$ cat src/rtl/alu_seq_pkg.sv
// rtl/alu_seq_pkg.sv - shared types for the sequential ALU
package alu_seq_pkg;

  typedef enum logic [2:0] {
    OP_ADD = 3'b000,
    OP_SUB = 3'b001,
    OP_MUL = 3'b010,
    OP_DIV = 3'b011,
    OP_MOD = 3'b100,
    OP_AND = 3'b101,
    OP_OR  = 3'b110,
    OP_XOR = 3'b111
  } alu_op_t;

  typedef enum logic [1:0] {
    ST_IDLE = 2'd0,
    ST_EXEC = 2'd1,
    ST_DONE = 2'd2
  } alu_state_t;

  typedef enum logic {
    ITER_MUL = 1'b0,
    ITER_DIV = 1'b1
  } iter_mode_t;

  typedef struct packed {
    logic n;
    logic z;
    logic c;
    logic v;
  } alu_flags_t;

  function automatic logic is_iter_op(input alu_op_t op);
    return (op == OP_MUL) || (op == OP_DIV) || (op == OP_MOD);
  endfunction

endpackage

$ cat src/rtl/alu_iter_unit.sv
// rtl/alu_iter_unit.sv - one-bit-per-cycle shift-add multiplier / restoring divider
module alu_iter_unit
  import alu_seq_pkg::*;
#(
  parameter int N = 4
) (
  input  logic         clk,
  input  logic         rst,
  input  logic         load,
  input  iter_mode_t   mode,
  input  logic [N-1:0] a,
  input  logic [N-1:0] b,
  output logic [N-1:0] lo,
  output logic [N-1:0] hi
);

  logic [N-1:0] lo_r;
  logic [N-1:0] hi_r;
  logic [N-1:0] m_r;
  iter_mode_t   mode_r;

  logic [N:0]   sum;
  logic [N:0]   shifted;
  logic [N-1:0] diff;
  logic         ge;

  // lo/hi show the state after the step in progress, so the owner can latch
  // the final value on the same edge that completes the Nth step.
  always_comb begin
    sum     = {1'b0, hi_r} + {1'b0, m_r};
    shifted = {hi_r, lo_r[N-1]};
    ge      = (shifted >= {1'b0, m_r});
    diff    = shifted[N-1:0] - m_r;
    lo      = lo_r;
    hi      = hi_r;
    if (mode_r == ITER_MUL) begin
      if (lo_r[0]) begin
        hi = sum[N:1];
        lo = {sum[0], lo_r[N-1:1]};
      end else begin
        hi = {1'b0, hi_r[N-1:1]};
        lo = {hi_r[0], lo_r[N-1:1]};
      end
    end else begin
      if (ge) begin
        hi = diff;
        lo = {lo_r[N-2:0], 1'b1};
      end else begin
        hi = shifted[N-1:0];
        lo = {lo_r[N-2:0], 1'b0};
      end
    end
  end

  always_ff @(posedge clk or posedge rst) begin
    if (rst) begin
      lo_r   <= '0;
      hi_r   <= '0;
      m_r    <= '0;
      mode_r <= ITER_MUL;
    end else if (load) begin
      lo_r   <= a;
      hi_r   <= '0;
      m_r    <= b;
      mode_r <= mode;
    end else begin
      lo_r   <= lo;
      hi_r   <= hi;
    end
  end

endmodule

$ cat src/rtl/alu_seq.sv
// rtl/alu_seq.sv - sequential ALU with IDLE/EXEC/DONE handshake
module alu_seq
  import alu_seq_pkg::*;
#(
  parameter int N = 4
) (
  input  logic         clk,
  input  logic         rst,
  input  logic         start,
  input  logic [N-1:0] a,
  input  logic [N-1:0] b,
  input  logic [2:0]   op,
  output logic [N-1:0] result,
  output logic [N-1:0] result_hi,
  output logic         flag_n,
  output logic         flag_z,
  output logic         flag_c,
  output logic         flag_v,
  output logic         dbz,
  output logic         busy,
  output logic         done
);

  localparam int CW = $clog2(N + 1);

  alu_state_t    state, state_nxt;
  logic [CW-1:0] cnt, cnt_nxt, cnt_load;
  alu_op_t       op_in, op_r;
  logic [N-1:0]  a_r, b_r;
  logic          accept;
  iter_mode_t    iter_mode;
  logic [N-1:0]  iter_lo, iter_hi;

  logic [N:0]    add_w, sub_w;
  logic [N-1:0]  res_c, hi_c;
  logic          c_c, v_c, dbz_c;
  alu_flags_t    flags_r;

  assign op_in     = alu_op_t'(op);
  assign accept    = (state != ST_EXEC) && start;
  assign iter_mode = ((op_in == OP_DIV) || (op_in == OP_MOD)) ? ITER_DIV : ITER_MUL;

  // Divide by zero needs no iteration, so it shares the single-cycle path.
  always_comb begin
    cnt_load = CW'(1);
    if (is_iter_op(op_in) && !((op_in != OP_MUL) && (b == '0)))
      cnt_load = CW'(N);
  end

  always_comb begin
    state_nxt = state;
    cnt_nxt   = cnt;
    case (state)
      ST_IDLE: begin
        if (start) begin
          state_nxt = ST_EXEC;
          cnt_nxt   = cnt_load;
        end
      end
      ST_EXEC: begin
        cnt_nxt = cnt - CW'(1);
        if (cnt == CW'(1))
          state_nxt = ST_DONE;
      end
      ST_DONE: begin
        if (start) begin
          state_nxt = ST_EXEC;
          cnt_nxt   = cnt_load;
        end else begin
          state_nxt = ST_IDLE;
        end
      end
      default: begin
        state_nxt = ST_IDLE;
        cnt_nxt   = '0;
      end
    endcase
  end

  always_ff @(posedge clk or posedge rst) begin
    if (rst) begin
      state <= ST_IDLE;
      cnt   <= '0;
      op_r  <= OP_ADD;
      a_r   <= '0;
      b_r   <= '0;
    end else begin
      state <= state_nxt;
      cnt   <= cnt_nxt;
      if (accept) begin
        op_r <= op_in;
        a_r  <= a;
        b_r  <= b;
      end
    end
  end

  alu_iter_unit #(.N(N)) u_iter (
    .clk  (clk),
    .rst  (rst),
    .load (accept),
    .mode (iter_mode),
    .a    (a),
    .b    (b),
    .lo   (iter_lo),
    .hi   (iter_hi)
  );

  always_comb begin
    add_w = {1'b0, a_r} + {1'b0, b_r};
    sub_w = {1'b0, a_r} - {1'b0, b_r};
    res_c = '0;
    hi_c  = '0;
    c_c   = 1'b0;
    v_c   = 1'b0;
    dbz_c = 1'b0;
    case (op_r)
      OP_ADD: begin
        res_c = add_w[N-1:0];
        c_c   = add_w[N];
        v_c   = (a_r[N-1] == b_r[N-1]) && (add_w[N-1] != a_r[N-1]);
      end
      OP_SUB: begin
        res_c = sub_w[N-1:0];
        c_c   = sub_w[N];
        v_c   = (a_r[N-1] != b_r[N-1]) && (sub_w[N-1] != a_r[N-1]);
      end
      OP_MUL: begin
        res_c = iter_lo;
        hi_c  = iter_hi;
        c_c   = (iter_hi != '0);
      end
      OP_DIV: begin
        dbz_c = (b_r == '0);
        res_c = dbz_c ? '1 : iter_lo;
      end
      OP_MOD: begin
        dbz_c = (b_r == '0);
        res_c = dbz_c ? a_r : iter_hi;
      end
      OP_AND:  res_c = a_r & b_r;
      OP_OR:   res_c = a_r | b_r;
      OP_XOR:  res_c = a_r ^ b_r;
      default: res_c = '0;
    endcase
  end

  always_ff @(posedge clk or posedge rst) begin
    if (rst) begin
      result    <= '0;
      result_hi <= '0;
      flags_r   <= '0;
      dbz       <= 1'b0;
    end else if ((state == ST_EXEC) && (state_nxt == ST_DONE)) begin
      result    <= res_c;
      result_hi <= hi_c;
      flags_r   <= '{n: res_c[N-1], z: ((res_c == '0) && (hi_c == '0)), c: c_c, v: v_c};
      dbz       <= dbz_c;
    end
  end

  assign flag_n = flags_r.n;
  assign flag_z = flags_r.z;
  assign flag_c = flags_r.c;
  assign flag_v = flags_r.v;
  assign busy   = (state == ST_EXEC);
  assign done   = (state == ST_DONE);

endmodule

$ cat config.mk
export PLATFORM = sky130hd
export DESIGN_NAME = alu_seq
export DESIGN_NICKNAME = d
export VERILOG_FILES = /design/src/rtl/alu_seq_pkg.sv /design/src/rtl/alu_iter_unit.sv /design/src/rtl/alu_seq.sv
export SDC_FILE = /design/constraint.sdc
export NUM_CORES = 1
export LEC_CHECK = 0
export BUFFER_PORTS_ARGS = -buffer_cell sky130_fd_sc_hd__buf_2
export CAP_MARGIN = 10
export CORE_MARGIN = 8
export CORE_UTILIZATION = 45
export DETAILED_ROUTE_END_ITERATION = 16
export GPL_TIMING_DRIVEN = 1
export REMOVE_ABC_BUFFERS = 1
export SETUP_SLACK_MARGIN = 0.1
export SYNTH_ARGS = -nofsm -noshare
export SYNTH_HDL_FRONTEND = slang
export SYNTH_SLANG_ARGS = --single-unit
$ cat constraint.sdc
create_clock -name clk -period 3.1 [get_ports clk]
set_input_delay 0.31 -clock clk [delete_from_list [all_inputs] [get_ports clk]]
set_output_delay 0.31 -clock clk [all_outputs]
set_load 0.01 [all_outputs]
==> results of run 1 <==
[logic make-up (layout without fill, tap and decap cells)]
| group | after synthesis | count (layout) |
|---|---|---|
| AND/OR/NAND/NOR | 123 | 123 |
| AO/OA/AOI/OAI | 89 | 89 |
| buffers and inverters | 40 | 70 |
| flip-flops | 37 | 37 |
| adder cells (fa/ha/maj) | 26 | 26 |
| multiplexers | 10 | 10 |
| XOR/XNOR | 3 | 3 |
[state kept, by name (all words and copies together), names as in the netlist]
register and cells:
u_iter.lo_r 4, state 2, flag_z 1, u_iter.hi_r 4, u_iter.m_r 4, flag_v 1
cnt 3, result_hi 4, result 4, u_iter.mode_r 1, op_r 3, flag_c 1
a_r 4, dbz 1
[layer usage]
| metal | part of all wire | global-route usage |
|---|---|---|
| met1 | 0.47 | 0.2388 |
| met2 | 0.46 | 0.2675 |
| met3 | 0.048 | 0.04094 |
| met5 | 0 | 0 |
| met4 | 0.022 | 0.05852 |
[area by class of cell]
class	count	area, um2
clock buffer	6	82.58
clock inverter	2	13.76
fill	599	3060
inverter	27	101.3
multi-input combinational	251	1732
sequential	37	925.9
tap	77	96.34
timing repair buffer	35	192.7
[report_power, final]
part / internal, uW / switching (uW) / total [uW]
Clock: 180 / 188 / 368
Sequential: 704 / 317 / 1020
Combinational: 1120 / 1530 / 2650
Total: 2000 / 2040 / 4040
[synth_stat cells (all sizes together) (4+ instances only)]
cell type / instances
or3: 4
clkbuf: 9
nor2b: 12
a21oi: 16
or2: 6
dfrtp: 37
mux2i: 8
a211o: 6
buf: 4
nand3: 6
nand2b: 6
o21ai: 30
nor2: 29
inv: 26
ha: 22
o211ai: 4
a211oi: 5
a31oi: 4
fa: 4
nand2: 44
[critical path: stages (launching register included)]
cell and delay, ns:
dfrtp_1 0.48, inv_1 0.23, ha_1 0.34, a211oi_1 0.31
o21ai_1 0.12, or2_2 0.28, a41oi_1 0.35, a41oi_2 0.17
a211o_1 0.25, o21ai_1 0.13
[how the worst max path moves through the flow]
stage                  start      to  slack, ns  depth (start not counted)
2_1_floorplan  u_iter.m_r[1]  flag_z       0.69                          9
3_3_place_gp   u_iter.m_r[1]  flag_z       0.44                          9
3_5_place_dp   u_iter.m_r[1]  flag_z       0.38                          9
4_1_cts        u_iter.m_r[1]  flag_z       0.37                          9
5_1_grt        u_iter.m_r[1]  flag_z       0.14                          9
6_report       u_iter.m_r[1]  flag_z       0.38                          9
[per-stage QoR]
step / area [um2] / power [uW] / hold slack [ns] / util / cells
CTS: 3144 / 4055 / 0.2227 / 0.5068 / 435
finish: 3144 / 4040 / 0.2023 / 0.5068 / 435
detailed placement: 3048 / 3659 / 0.4575 / 0.4912 / 427
global route: 3144 / 4423 / 0.2374 / 0.5068 / 435
floorplan: 2759 / 2894 / 0.3963 / - / 315
global placement: 3048 / 3660 / 0.4495 / 0.4912 / 427
==> impl_metrics.yaml, run 1 <==
detailed_routing:
  drt-wirelength-per-cell_um: 17.16
  ant_nets: 0
  drt_pass1_iterations: 4
  routed_wl_um: 7466
  drt-initial-drc-count: 202
  via_per_inst: 5.605
  drc: 0
  vias: 2438
placed_design:
  pre_cts_ws_ns: 0.3795
  gp_congestion: 0.8802
  port_buffers: 28
  hpwlAfterDp_um: 5751
synthesis:
  yosysTopAreaCellShare: 0.3286
  synthAdderAreaFrac: 0.1261
  synth-main-ff-cell: "dfrtp_1"
  avgSynthCellArea_um2: 8.591
  netlist_area_mm2: 0.002818
  synthSimpleGateAreaFrac: 0.2167
  synth-async-reset-ratio: 1.000
  ys_seq_area_frac: 0.3286
  synth_top_family_by_area: "compound AO/OA/AOI/OAI gates"
  synth_seq_cells: 37
  yosysWarnings: 0
  synth_edf_count: 0
  synthCells: 328
  synth-compound-area-share: 0.2220
  netlist_top_cells_area: "dfrtp_1 (33%), ha_1 (9.8%), nand2_1 (5.9%)"
  yosysUniqueCellTypes: 59
  synthXorXnorAreaFrac: 0.009325
  yosys.area.top_type: "dfrtp_1"
  synthMuxAreaShare: 0.04041
setup_path:
  ff2ff_path_depth: 9
  reg2reg_from: "u_iter.m_r[1]"
  cp_max_fo: 7
  worst_setup_path_start_kind: "register"
  r2r-end: "flag_z"
  reg2reg_slack_ns: 0.38
  crit_type: "reg -> reg"
  cp.required_ns: 3.33
  worstPathArrival_ns: 2.95
  endpoint_kind: "register"
clocking:
  cts_buffer_depth: 2
  path_clk_slew_ns: 0.08
  cts_sinks: 37
  insertion_delay_ns: 0.30
  cts-root-buf: "clkbuf_8"
  cts_hold_buf: 0
  cts_setup_buffers: 0
  numCtsBuffers: 5
  cts-resized-gates: 0
  cts_tree: "built"
  h-tree-depth: 2
global_routing:
  grt_usage: 0.1756
  grt_max_degree: 25
  first_global_vias: 2390
  grt_overflow: 0
  antenna_found_initial: 0
  grt_first_pass_wirelength_um: 12280
outcome:
  status: "finished, final reports clean"
hold_path:
  hold_class: "in -> async"
layout:
  drive_above_1_share: 0.1620
  n_antenna_cell: 0
  final_cell_mix: "nand2_1 (44), dfrtp_1 (37), nor2_1 (29), buf_2 (28), inv_1 (26)"
  layout.nets: 397
  final_common_cell: "nand2_1"
  syn2layout_area_growth_pct: 11.59
timing:
  max_freq_mhz: 367.3
  worstMarginPinSlew_ns: 0.9204
  layout_min_cycle_time_ns: 2.722
  rsz0062_at_grt: "no"
  timing.final.ws_setup_ns: 0.3778
  slew_headroom: 0.3857
  slew_violations: 0
  finalCritPeriodShare: 0.8781
  fin_skew_ns: 0.01184
  hold_viol: 0
  setup_tns_ns: 0
  setup_viol: 0
floorplan:
  fp.coreArea_mm2: 0.006205
  rows: 29
  fp.dieArea_mm2: 0.009050
  fp.dieW_um: 95.13
  num_io_pins: 29
  start_util: 0.4541
  die_height_um: 95.13
power_and_ir_drop:
  power.leakage_uw: 0.001445
  power_density_mw_per_mm2: 1285
  ir_worst_vdd_uv: 495.3
flow_run:
  drv_cap: 0
Power figures use the tool's default switching activity.
==> run 2: changes to the inputs <==
--- a/config.mk
+++ b/config.mk
@@ -11,6 +11,7 @@
 export CORE_UTILIZATION = 45
 export DETAILED_ROUTE_END_ITERATION = 16
 export GPL_TIMING_DRIVEN = 1
+export PLACE_DENSITY = 0.66
 export REMOVE_ABC_BUFFERS = 1
 export SETUP_SLACK_MARGIN = 0.1
 export SYNTH_ARGS = -nofsm -noshare
==> constraint.sdc (replaced) <==
create_clock -name clk -period 2.3 [get_ports clk]
set_input_delay 0.23 -clock clk [delete_from_list [all_inputs] [get_ports clk]]
set_output_delay 0.23 -clock clk [all_outputs]
set_load 0.01 [all_outputs]
==> impl_metrics.yaml, run 2 (same netlist as run 1, synthesis figures left out) <==
outcome:
  status: "finished, violations left"
  violations: "negative setup slack"
placed_design:
  gp_congestion: 0.8406
  pre_cts_ws_ns: -0.1067
  hpwlAfterDp_um: 5858
  port_buffers: 28
timing:
  slew_violations: 0
  fin_skew_ns: 0.004027
  layout_min_cycle_time_ns: 2.367
  hold_viol: 0
  timing.final.ws_setup_ns: -0.06721
  rsz0062_at_grt: "yes"
  setup_viol: 1
  finalCritPeriodShare: 1.029
  max_freq_mhz: 422.4
  slew_headroom: 0.5954
  worstMarginPinSlew_ns: 0.5984
setup_path:
  critical_path.slowest_cell: "dfrtp_1"
  cp_max_fo: 3
  worstPathArrival_ns: 2.59
  endpoint_kind: "register"
  path_cells: "inv_2 -> ha_4 -> inv_1 -> fa_2 -> xor2_1 -> or3_4 -> a31oi_4 -> a41oi_2 -> a211o_1 -> o21ai_1"
  crit_type: "reg -> reg"
  cp.required_ns: 2.52
  max_stage_delay_ns: 0.39
  worst_setup_path_start_kind: "register"
hold_path:
  hold_class: "in -> async"
clocking:
  cts_sinks: 37
  cts-root-buf: "clkbuf_8"
  path_clk_slew_ns: 0.08
  cts_buffer_depth: 2
  numCtsBuffers: 5
  cts_tree: "built"
  cts_hold_buf: 0
  insertion_delay_ns: 0.29
  h-tree-depth: 2
global_routing:
  grt_max_degree: 38
  grt_first_pass_wirelength_um: 13220
  grt_usage: 0.1879
  grt_overflow: 0
  antenna_found_initial: 0
  first_global_vias: 2743
detailed_routing:
  wl_met1_um: 3425
  via_per_inst: 5.667
  ant_nets: 0
  wl_met2_um: 4068
  drt-wirelength-per-cell_um: 17.24
  dr.max_layer_used: "met4"
  drc: 0
  drt-initial-drc-count: 141
  dr_wl_met3_um: 386
  drt_pass1_iterations: 4
  routed_wl_um: 8120
  vias: 2669
layout:
  drive_above_1_share: 0.3426
  final_cell_mix: "nand2_1 (44), buf_4 (43), dfrtp_1 (36), nor2_1 (28), buf_2 (28)"
  final_common_cell: "nand2_1"
  n_antenna_cell: 0
  syn2layout_area_growth_pct: 30.55
  layout.nets: 434
flow_run:
  drv_cap: 0
floorplan:
  rows: 29
  die_height_um: 95.13
  fp.coreArea_mm2: 0.006205
  fp.dieArea_mm2: 0.009050
  start_util: 0.4541
  fp.dieW_um: 95.13
  num_io_pins: 29
run 2: changes by cell type in the layout (fill, tap and decap cells not counted), moves of 3 or more:
cell | previous run | this run
fa_1 | 4 | 0
o21ai_1 | 8 | 5
o21ai_0 | 22 | 18
ha_1 | 22 | 14
fa_2 | 0 | 4
buf_4 | 7 | 43
inv_1 | 26 | 19
ha_4 | 0 | 6
o21ai_2 | 0 | 7
inv_2 | 0 | 6
run 2: final cells by class:
| class | instances | area, um2 |
|---|---|---|
| Fill cell | 528 | 2526 |
| Multi-Input combinational cell | 251 | 1973 |
| Sequential cell | 37 | 927.1 |
| Timing Repair Buffer | 72 | 474.2 |
| Inverter | 27 | 103.9 |
| Tap cell | 77 | 96.34 |
| Clock buffer | 5 | 68.82 |
| Clock inverter | 2 | 35.03 |
run 2: repair_timing:
action | in CTS | in global routing
resized for setup | 32 | 27
endpoints found under the setup margin | 8 | 13
buffers inserted | 7 | 1
pin swaps | 21 | 11
run 2: worst max-delay path: cells and delay by family (launching register included):
| family | cells | cell delay [ns] |
|---|---|---|
| AO/OA/AOI/OAI | 4 | 0.74 |
| XOR/XNOR | 1 | 0.16 |
| adder cells (fa/ha/maj) | 2 | 0.48 |
| buffers and inverters | 2 | 0.14 |
| flip-flops | 1 | 0.39 |
| AND/OR/NAND/NOR | 1 | 0.38 |
run 2: worst paths after layout:
path                                start              to  slack [ns]  depth (start not counted)
max                        u_iter.lo_r[3]          flag_z       -0.07                         10
min                                   rst          a_r[3]        0.04                          3
max reg2reg                u_iter.lo_r[3]          flag_z       -0.07                         10
min reg2reg                           dbz             dbz        0.47                          2
max in group asynchronous             rst   u_iter.m_r[0]        1.89                          3
min in group clk                     a[0]  u_iter.lo_r[0]        0.14                          3
run 2: stage by stage:
step | hold slack [ns] | TNS [ns] | util | instances | area [um2]
final | 0.04345 | -0.06721 | 0.5929 | 471 | 3679
after global routing | 0.08889 | -0.2236 | 0.5929 | 471 | 3679
after CTS | 0.06403 | -0.01597 | 0.5749 | 470 | 3567
after detailed placement | 0.3811 | -0.1793 | 0.5263 | 456 | 3266
after global placement | 0.3723 | -0.1322 | 0.5263 | 456 | 3266
after floorplan | 0.3163 | -0.1161 | - | 315 | 2759
run 2: metal layers:
layer,track usage,vias up
met4,0.08973,0
li1,-,1285
met2,0.3188,81
met3,0.03228,21
met1,0.2258,1282
met5,0,-
Power of run 2 is left out: the tool's default activity adds up to more than one toggle a clock period on the data nets, which glitch-free logic cannot reach.
